<file path="config.mk">
export PLATFORM = sky130hd
export DESIGN_NAME = lamp_fpu_sqrt_sched_flat
export DESIGN_NICKNAME = d
export VERILOG_FILES = /design/src/rtl/lamp_fpu_sqrt_sched_if.sv /design/src/rtl/lamp_fpu_sqrt_sched.sv /design/src/flat_wrapper.sv
export SDC_FILE = /design/constraint.sdc
export NUM_CORES = 1
export LEC_CHECK = 0
export CAP_MARGIN = 40
export CORE_AREA = 3 3 77 79
export CTS_BUF_LIST = sky130_fd_sc_hd__clkbuf_4 sky130_fd_sc_hd__clkbuf_8
export CTS_CLUSTER_DIAMETER = 80
export DETAILED_ROUTE_END_ITERATION = 16
export DIE_AREA = 0 0 80 82
export PLACE_DENSITY = 0.89
export SLEW_MARGIN = 10
export SYNTH_ARGS = -nofsm -noshare
export SYNTH_HDL_FRONTEND = slang
export SYNTH_SLANG_ARGS = --single-unit
</file>
<file path="constraint.sdc">
create_clock -name clk -period 4.15 [get_ports clk]
set_input_delay 0.6225 -clock clk [delete_from_list [all_inputs] [get_ports clk]]
set_output_delay 0.6225 -clock clk [all_outputs]
set_load 0.01 [all_outputs]
</file>
<file path="src/rtl/lamp_fpu_sqrt_sched_if.sv">
// Bus bundle between the FPU issue stage, the sqrt scheduler and the
// fractSqrt datapath. The slave modport is the scheduler's view; the master
// modport is the combined view of the requesters and the sqrt unit.
interface lamp_fpu_sqrt_sched_if #(
    parameter int N_REQ = 4,
    parameter int F_DW  = 7
);
    localparam int SW = 1 + F_DW;
    localparam int RW = 2 * SW;

    // requester side
    logic [N_REQ-1:0]    req_valid_i;
    logic [N_REQ-1:0]    req_ready_o;
    logic [N_REQ*SW-1:0] req_s_i;
    logic [N_REQ-1:0]    req_exp_odd_i;
    logic [N_REQ-1:0]    req_inv_i;
    logic [N_REQ-1:0]    req_special_i;
    logic [N_REQ-1:0]    rsp_valid_o;
    logic [N_REQ-1:0]    rsp_ready_i;
    logic [RW-1:0]       rsp_res_o;
    logic                rsp_err_o;
    // fractSqrt side
    logic                sq_doSqrt_o;
    logic [SW-1:0]       sq_s_o;
    logic                sq_is_exp_odd_o;
    logic                sq_invSqrt_o;
    logic                sq_special_case_o;
    logic [RW-1:0]       sq_res_i;
    logic                sq_valid_i;
    logic                busy_o;

    modport slave (
        input  req_valid_i, req_s_i, req_exp_odd_i, req_inv_i, req_special_i,
        input  rsp_ready_i, sq_res_i, sq_valid_i,
        output req_ready_o, rsp_valid_o, rsp_res_o, rsp_err_o,
        output sq_doSqrt_o, sq_s_o, sq_is_exp_odd_o, sq_invSqrt_o, sq_special_case_o,
        output busy_o
    );

    modport master (
        output req_valid_i, req_s_i, req_exp_odd_i, req_inv_i, req_special_i,
        output rsp_ready_i, sq_res_i, sq_valid_i,
        input  req_ready_o, rsp_valid_o, rsp_res_o, rsp_err_o,
        input  sq_doSqrt_o, sq_s_o, sq_is_exp_odd_o, sq_invSqrt_o, sq_special_case_o,
        input  busy_o
    );
endinterface

</file>
<file path="src/rtl/lamp_fpu_sqrt_sched.sv">
// Round-robin scheduler sharing one fractSqrt mantissa-sqrt unit among
// N_REQ requesters. One operation in flight; IDLE -> RUN -> RESP -> IDLE.
module lamp_fpu_sqrt_sched #(
    parameter int N_REQ   = 4,
    parameter int F_DW    = 7,
    parameter int TIMEOUT = 63
) (
    input  logic                        clk,
    input  logic                        rst,
    lamp_fpu_sqrt_sched_if.slave        bus
);
    localparam int SW  = 1 + F_DW;
    localparam int RW  = 2 * SW;
    localparam int IDW = (N_REQ > 1) ? $clog2(N_REQ) : 1;

    typedef enum logic [1:0] {S_IDLE, S_RUN, S_RESP} state_t;

    state_t         r_state, w_state_nxt;
    logic [IDW-1:0] r_ptr, r_owner, w_grant, w_idx;
    logic           w_grant_vld;
    logic [SW-1:0]  r_s;
    logic           r_odd, r_inv, r_spec;
    logic [RW-1:0]  r_res;
    logic           r_err;
    logic [7:0]     r_timer;
    logic           w_hs, w_timeout;

    // cyclic search for the first valid requester at or after the rr pointer
    always_comb begin
        w_grant_vld = 1'b0;
        w_grant     = '0;
        w_idx       = '0;
        for (int i = 0; i < N_REQ; i++) begin
            w_idx = IDW'((int'(r_ptr) + i) % N_REQ);
            if (!w_grant_vld && bus.req_valid_i[w_idx]) begin
                w_grant_vld = 1'b1;
                w_grant     = w_idx;
            end
        end
    end

    assign w_hs      = (r_state == S_IDLE) && w_grant_vld && rst;
    assign w_timeout = (r_timer == 8'(TIMEOUT));

    // state register
    always_ff @(posedge clk or negedge rst) begin
        if (!rst) r_state <= S_IDLE;
        else      r_state <= w_state_nxt;
    end

    // next-state logic; a result in the timeout cycle still counts as success
    always_comb begin
        w_state_nxt = r_state;
        case (r_state)
            S_IDLE:  if (w_hs) w_state_nxt = S_RUN;
            S_RUN:   if (bus.sq_valid_i || w_timeout) w_state_nxt = S_RESP;
            S_RESP:  if (bus.rsp_ready_i[r_owner]) w_state_nxt = S_IDLE;
            default: w_state_nxt = S_IDLE;
        endcase
    end

    // operand/owner latch, rr pointer, run timer and result capture
    always_ff @(posedge clk or negedge rst) begin
        if (!rst) begin
            r_ptr   <= '0;
            r_owner <= '0;
            r_s     <= '0;
            r_odd   <= 1'b0;
            r_inv   <= 1'b0;
            r_spec  <= 1'b0;
            r_res   <= '0;
            r_err   <= 1'b0;
            r_timer <= '0;
        end else begin
            case (r_state)
                S_IDLE: begin
                    r_timer <= '0;
                    if (w_hs) begin
                        r_owner <= w_grant;
                        r_ptr   <= (w_grant == IDW'(N_REQ - 1)) ? '0 : w_grant + 1'b1;
                        r_s     <= bus.req_s_i[w_grant*SW +: SW];
                        r_odd   <= bus.req_exp_odd_i[w_grant];
                        r_inv   <= bus.req_inv_i[w_grant];
                        r_spec  <= bus.req_special_i[w_grant];
                        r_res   <= '0;
                        r_err   <= 1'b0;
                    end
                end
                S_RUN: begin
                    r_timer <= r_timer + 1'b1;
                    if (bus.sq_valid_i) begin
                        r_res <= bus.sq_res_i;
                        r_err <= 1'b0;
                    end else if (w_timeout) begin
                        r_res <= '0;
                        r_err <= 1'b1;
                    end
                end
                default: ;
            endcase
        end
    end

    // outputs: ready only in IDLE (and out of reset), operands only during RUN,
    // response only during RESP
    always_comb begin
        bus.req_ready_o = '0;
        if (w_hs) bus.req_ready_o[w_grant] = 1'b1;
        bus.rsp_valid_o = '0;
        if (r_state == S_RESP) bus.rsp_valid_o[r_owner] = 1'b1;
        bus.rsp_res_o         = (r_state == S_RESP) ? r_res : '0;
        bus.rsp_err_o         = (r_state == S_RESP) && r_err;
        bus.sq_doSqrt_o       = (r_state == S_RUN);
        bus.sq_s_o            = (r_state == S_RUN) ? r_s : '0;
        bus.sq_is_exp_odd_o   = (r_state == S_RUN) && r_odd;
        bus.sq_invSqrt_o      = (r_state == S_RUN) && r_inv;
        bus.sq_special_case_o = (r_state == S_RUN) && r_spec;
        bus.busy_o            = (r_state != S_IDLE);
    end
endmodule
</file>
<file path="src/flat_wrapper.sv">
// flat-port wrapper written by rule: the top's interface ports become plain ports
module lamp_fpu_sqrt_sched_flat 
#(
    parameter int N_REQ   = 4,
    parameter int F_DW    = 7,
    parameter int TIMEOUT = 63
)
  (clk, rst, bus_req_valid_i, bus_req_s_i, bus_req_exp_odd_i, bus_req_inv_i, bus_req_special_i, bus_rsp_ready_i, bus_sq_res_i, bus_sq_valid_i, bus_req_ready_o, bus_rsp_valid_o, bus_rsp_res_o, bus_rsp_err_o, bus_sq_doSqrt_o, bus_sq_s_o, bus_sq_is_exp_odd_o, bus_sq_invSqrt_o, bus_sq_special_case_o, bus_busy_o);
  lamp_fpu_sqrt_sched_if #(.N_REQ(N_REQ), .F_DW(F_DW)) bus_i ();
  input  logic clk;
  input  logic rst;
  input wire logic [$bits(bus_i.req_valid_i)-1:0] bus_req_valid_i;
  input wire logic [$bits(bus_i.req_s_i)-1:0] bus_req_s_i;
  input wire logic [$bits(bus_i.req_exp_odd_i)-1:0] bus_req_exp_odd_i;
  input wire logic [$bits(bus_i.req_inv_i)-1:0] bus_req_inv_i;
  input wire logic [$bits(bus_i.req_special_i)-1:0] bus_req_special_i;
  input wire logic [$bits(bus_i.rsp_ready_i)-1:0] bus_rsp_ready_i;
  input wire logic [$bits(bus_i.sq_res_i)-1:0] bus_sq_res_i;
  input wire logic [$bits(bus_i.sq_valid_i)-1:0] bus_sq_valid_i;
  output wire logic [$bits(bus_i.req_ready_o)-1:0] bus_req_ready_o;
  output wire logic [$bits(bus_i.rsp_valid_o)-1:0] bus_rsp_valid_o;
  output wire logic [$bits(bus_i.rsp_res_o)-1:0] bus_rsp_res_o;
  output wire logic [$bits(bus_i.rsp_err_o)-1:0] bus_rsp_err_o;
  output wire logic [$bits(bus_i.sq_doSqrt_o)-1:0] bus_sq_doSqrt_o;
  output wire logic [$bits(bus_i.sq_s_o)-1:0] bus_sq_s_o;
  output wire logic [$bits(bus_i.sq_is_exp_odd_o)-1:0] bus_sq_is_exp_odd_o;
  output wire logic [$bits(bus_i.sq_invSqrt_o)-1:0] bus_sq_invSqrt_o;
  output wire logic [$bits(bus_i.sq_special_case_o)-1:0] bus_sq_special_case_o;
  output wire logic [$bits(bus_i.busy_o)-1:0] bus_busy_o;
  assign bus_i.req_valid_i = bus_req_valid_i;
  assign bus_i.req_s_i = bus_req_s_i;
  assign bus_i.req_exp_odd_i = bus_req_exp_odd_i;
  assign bus_i.req_inv_i = bus_req_inv_i;
  assign bus_i.req_special_i = bus_req_special_i;
  assign bus_i.rsp_ready_i = bus_rsp_ready_i;
  assign bus_i.sq_res_i = bus_sq_res_i;
  assign bus_i.sq_valid_i = bus_sq_valid_i;
  assign bus_req_ready_o = bus_i.req_ready_o;
  assign bus_rsp_valid_o = bus_i.rsp_valid_o;
  assign bus_rsp_res_o = bus_i.rsp_res_o;
  assign bus_rsp_err_o = bus_i.rsp_err_o;
  assign bus_sq_doSqrt_o = bus_i.sq_doSqrt_o;
  assign bus_sq_s_o = bus_i.sq_s_o;
  assign bus_sq_is_exp_odd_o = bus_i.sq_is_exp_odd_o;
  assign bus_sq_invSqrt_o = bus_i.sq_invSqrt_o;
  assign bus_sq_special_case_o = bus_i.sq_special_case_o;
  assign bus_busy_o = bus_i.busy_o;
  lamp_fpu_sqrt_sched #(.N_REQ(N_REQ), .F_DW(F_DW), .TIMEOUT(TIMEOUT)) u_core (.clk(clk), .rst(rst), .bus(bus_i));
endmodule
</file>
==> flow_summary_export.csv <==
group,metric,value,unit
run_status,status,"completed",
min_path,min_path_type,"in -> async",
cts,cts_buffers,5,
grt,antenna_found_initial,0,
cells_and_area,fin_nets,413,
cells_and_area,n_antenna_cell,0,
grt,grt_pass1_vias,2208,
setup_path,critPathLaunch,"bus_req_valid_i[0]",
sta,tightest_slew,0.6099,ns
drt,first_iter_violations,85,
sta,skew,0.01214,ns
setup_path,endpoint,"bus_req_ready_o[0]",
floorplanning,core,0.005405,sq mm
drt,route.vias.total,2183,
cts,clkTransAtPathRegs,0.09,ns
yosys,netlist_area,0.002444,sq mm
cells_and_area,drive_gt1_frac,0.08580,
yosys,synth_xor_area_frac,0.003584,
place,io_buffer_count,108,
power,power,1.882,mW
grt,grt-ovfl-total,0,
grt,grt_pass1_wl,10.50,mm
floorplanning,die_x,80,um
setup_path,crit_arrival,2.67,ns
cts,holdBufCountCts,0,
floorplanning,fp.dieH,82,um
sta,fin_crit_sh,0.7924,
setup_path,worstPathMaxFanout,5,
drt,avgViaCountPerCell,5.324,
yosys,avgSynthCellArea,10.49,sq um
yosys,synth_top_family_by_area,"simple AND/OR/NAND/NOR gates",
place,hpwl,5.017,mm
yosys,yosys.area_share.simple,0.1935,
drt,dr.pass1.iters,4,
yosys,ys_ff_latch,42,
floorplanning,die-area,0.006560,sq mm
cts,clk_latency,0.30,ns
floorplanning,row_count,27,
drt,wl_per_cell,15.83,um
sta,max_freq,304.1,MHz
setup_path,cp_slowest_stage_delay,0.55,ns
cts,cts_resized,0,
setup_path,rrSetupSlack,1.97,ns
setup_path,r2r-end,"u_core.r_s[1]$_DFFE_PN0P_",
place,place_congestion,0.7924,
setup_path,worstSetupPathType,"in -> out",
yosys,yosysWarnings,0,
setup_path,cp_common_cell,"clkdlybuf4s50_1",
setup_path,slowest_stage,"clkdlybuf4s50_1",
setup_path,ff2ff_path_depth,4,
yosys,synth_top_area_cell,"dfrtp_1",
drt,antenna_left,0,
setup_path,critical_path.top_delay_family,"buffers and inverters",
yosys,synth-seq-area-share,0.4301,
floorplanning,boundaryPins,109,
power,power_leakage,1.618,nW
cts,cts_tree,"built",
yosys,synth.area.mux_share,0.1126,
cts,htree_levels,2,
cells_and_area,nFillCells,436,
sta,relSlewSlack,0.5924,
sta,finalCriticalPeriod,3.288,ns
floorplanning,initial_core_util,0.4521,
cells_and_area,syn_to_final_growth,48.59,%
yosys,synthTopCellsByArea,"dfrtp_1, mux2i_1, and2_1, a22o_1, o221ai_2",
setup_path,crit_cells,8,
setup_path,path_cells,"clkdlybuf4s50_1 -> a21oi_1 -> o21a_1 -> o22a_1 -> inv_1 -> ha_1 -> and3_1 -> clkdlybuf4s50_1",
setup_path,timing.rr.start,"u_core.r_state[1]$_DFFE_PN0P_",
sta,setup_violations,0,
setup_path,cp-end-kind,"primary output",
yosys,ys.flop_type,"dfrtp_1",
sta,setup_tns,0,ns
power,powerDensity,518.3,mW/mm^2
sta,rsz0062_at_grt,"false",
cells_and_area,register_area,0.001051,sq mm
cts,postCtsSetupBuffers,0,
yosys,yosys.cell_types.count,40,
cts,clockRootBuffer,"clkbuf_8",
power,ir_drop,0.3200,mV
yosys,async_reset_ff_frac,1.000,
yosys,netlist_instances,233,
drt,routed_wl,6.492,mm
grt,grt_use_total,0.2086,
yosys,syn-num-nets,309,
drt,drc,0,
cts,clock_path_buffers,2,
sta,hold_viol,0,
flow_run,maxCapViolations,0,
yosys,synth-edff-count,0,
yosys,synth_compound_area_frac,0.1895,
yosys,synth-adder-area-share,0.02560,
setup_path,critPathBufInv,3,
sta,drv_slew,0,
cells_and_area,multiInputGateArea,0.001282,sq mm
setup_path,worstPathRequired,3.53,ns
yosys,netlist.area_leader.share,0.4301,
setup_path,startpoint_type,"input pin",
cts,clkSinkCount,42,
grt,grt_max_degree,43,
stage by stage:
stage | std cells | hold slack (ns) | util | instance area [sq um] | setup slack, ns
6_report | 410 | 0.4216 | 0.6718 | 3631 | 0.8616
5_1_grt | 410 | 0.4598 | 0.6718 | 3631 | 0.7677
4_1_cts | 410 | 0.4430 | 0.6718 | 3631 | 0.8626
3_5_place_dp | 402 | 0.4652 | 0.6551 | 3541 | 0.8768
3_3_place_gp | 401 | 0.4530 | 0.6537 | 3533 | 0.9677
2_1_floorplan | 233 | 0.3269 | - | 2444 | 1.694
worst min path at each step:
stage                     slack [ns]  depth (start not counted)                             to
after floorplan                 0.33                          0       u_core.r_err$_DFFE_PN0P_
after global placement          0.45                          2       u_core.r_err$_DFFE_PN0P_
after detailed placement        0.47                          2       u_core.r_odd$_DFFE_PN0P_
after CTS                       0.44                          2  u_core.r_timer[5]$_DFFE_PN0P_
after global routing            0.46                          2  u_core.r_timer[0]$_DFFE_PN0P_
final                           0.42                          2      u_core.r_s[4]$_DFFE_PN0P_
synth_stat cells, types with 2 or more instances:
cell type,count
dfrtp_1,42
and2_1,30
nand2_1,30
mux2i_1,23
a22o_1,21
nor2_1,10
o221ai_2,9
and3_1,6
ha_1,5
inv_1,5
buf_2,4
clkbuf_1,4
nor3_1,4
a21oi_1,3
nand2b_1,3
nand3_1,3
o21ai_0,3
a21o_1,2
buf_4,2
buf_6,2
mux2_2,2
o221ai_1,2
layer usage:
metal  global-route usage  wire [um]  up-vias
met2               0.3593       3084      111
met3              0.07895        675       10
li1                     -          -     1053
met4              0.07095        116        0
met1               0.2382       2615     1009
met5                    0          0        -
where the power goes:
group / total, mW / internal (mW) / switching (mW) / leakage (nW)
clock network: 0.262 / 0.118 / 0.144 / 0.0441
logic: 0.919 / 0.467 / 0.452 / 1.03
registers: 0.700 / 0.567 / 0.133 / 0.548
cells in the final DEF, fill, tap and decap left out, types with 2 or more instances in the layout:
master / netlist / final
inv_1: 5 / 5
buf_4: 2 / 3
and2_1: 30 / 30
o221ai_2: 9 / 9
a21o_1: 2 / 2
o21ai_0: 3 / 3
a21oi_1: 3 / 3
mux2_2: 2 / 2
a22o_1: 21 / 21
clkbuf_8: 0 / 5
nor3_1: 4 / 4
nand2_1: 30 / 30
dfrtp_1: 42 / 42
clkdlybuf4s50_1: 0 / 107
nor2_1: 10 / 10
nand3_1: 3 / 3
ha_1: 5 / 5
o221ai_1: 2 / 2
and3_1: 6 / 6
nand2b_1: 3 / 3
mux2i_1: 23 / 23
cells by family after synthesis:
group,count (synthesis)
xor gates and xnor gates,1
adders and majority gates,5
buffers and inverters,19
and+or+nand+nor,91
DFF,42
muxes,26
AOI/OAI and AO/OA,49
cell type report:
type                    instances  share of cell area
clock buffers                   5             0.01895
clock inverters                 3            0.005858
inverters                       5            0.005169
multi-input cells             172              0.3532
flip-flops and latches         42              0.2895
well taps                      72             0.02481
repair buffers                111              0.3025
flip-flops by register name (all words and copies together), names as in the netlist:
name / flops
u_core.r_odd: 1
u_core.r_spec: 1
u_core.r_res: 16
u_core.r_s: 8
u_core.r_timer: 8
u_core.r_owner: 2
u_core.r_err: 1
u_core.r_ptr: 2
u_core.r_state: 2
u_core.r_inv: 1
No activity file was read; power rests on OpenSTA's default activity.
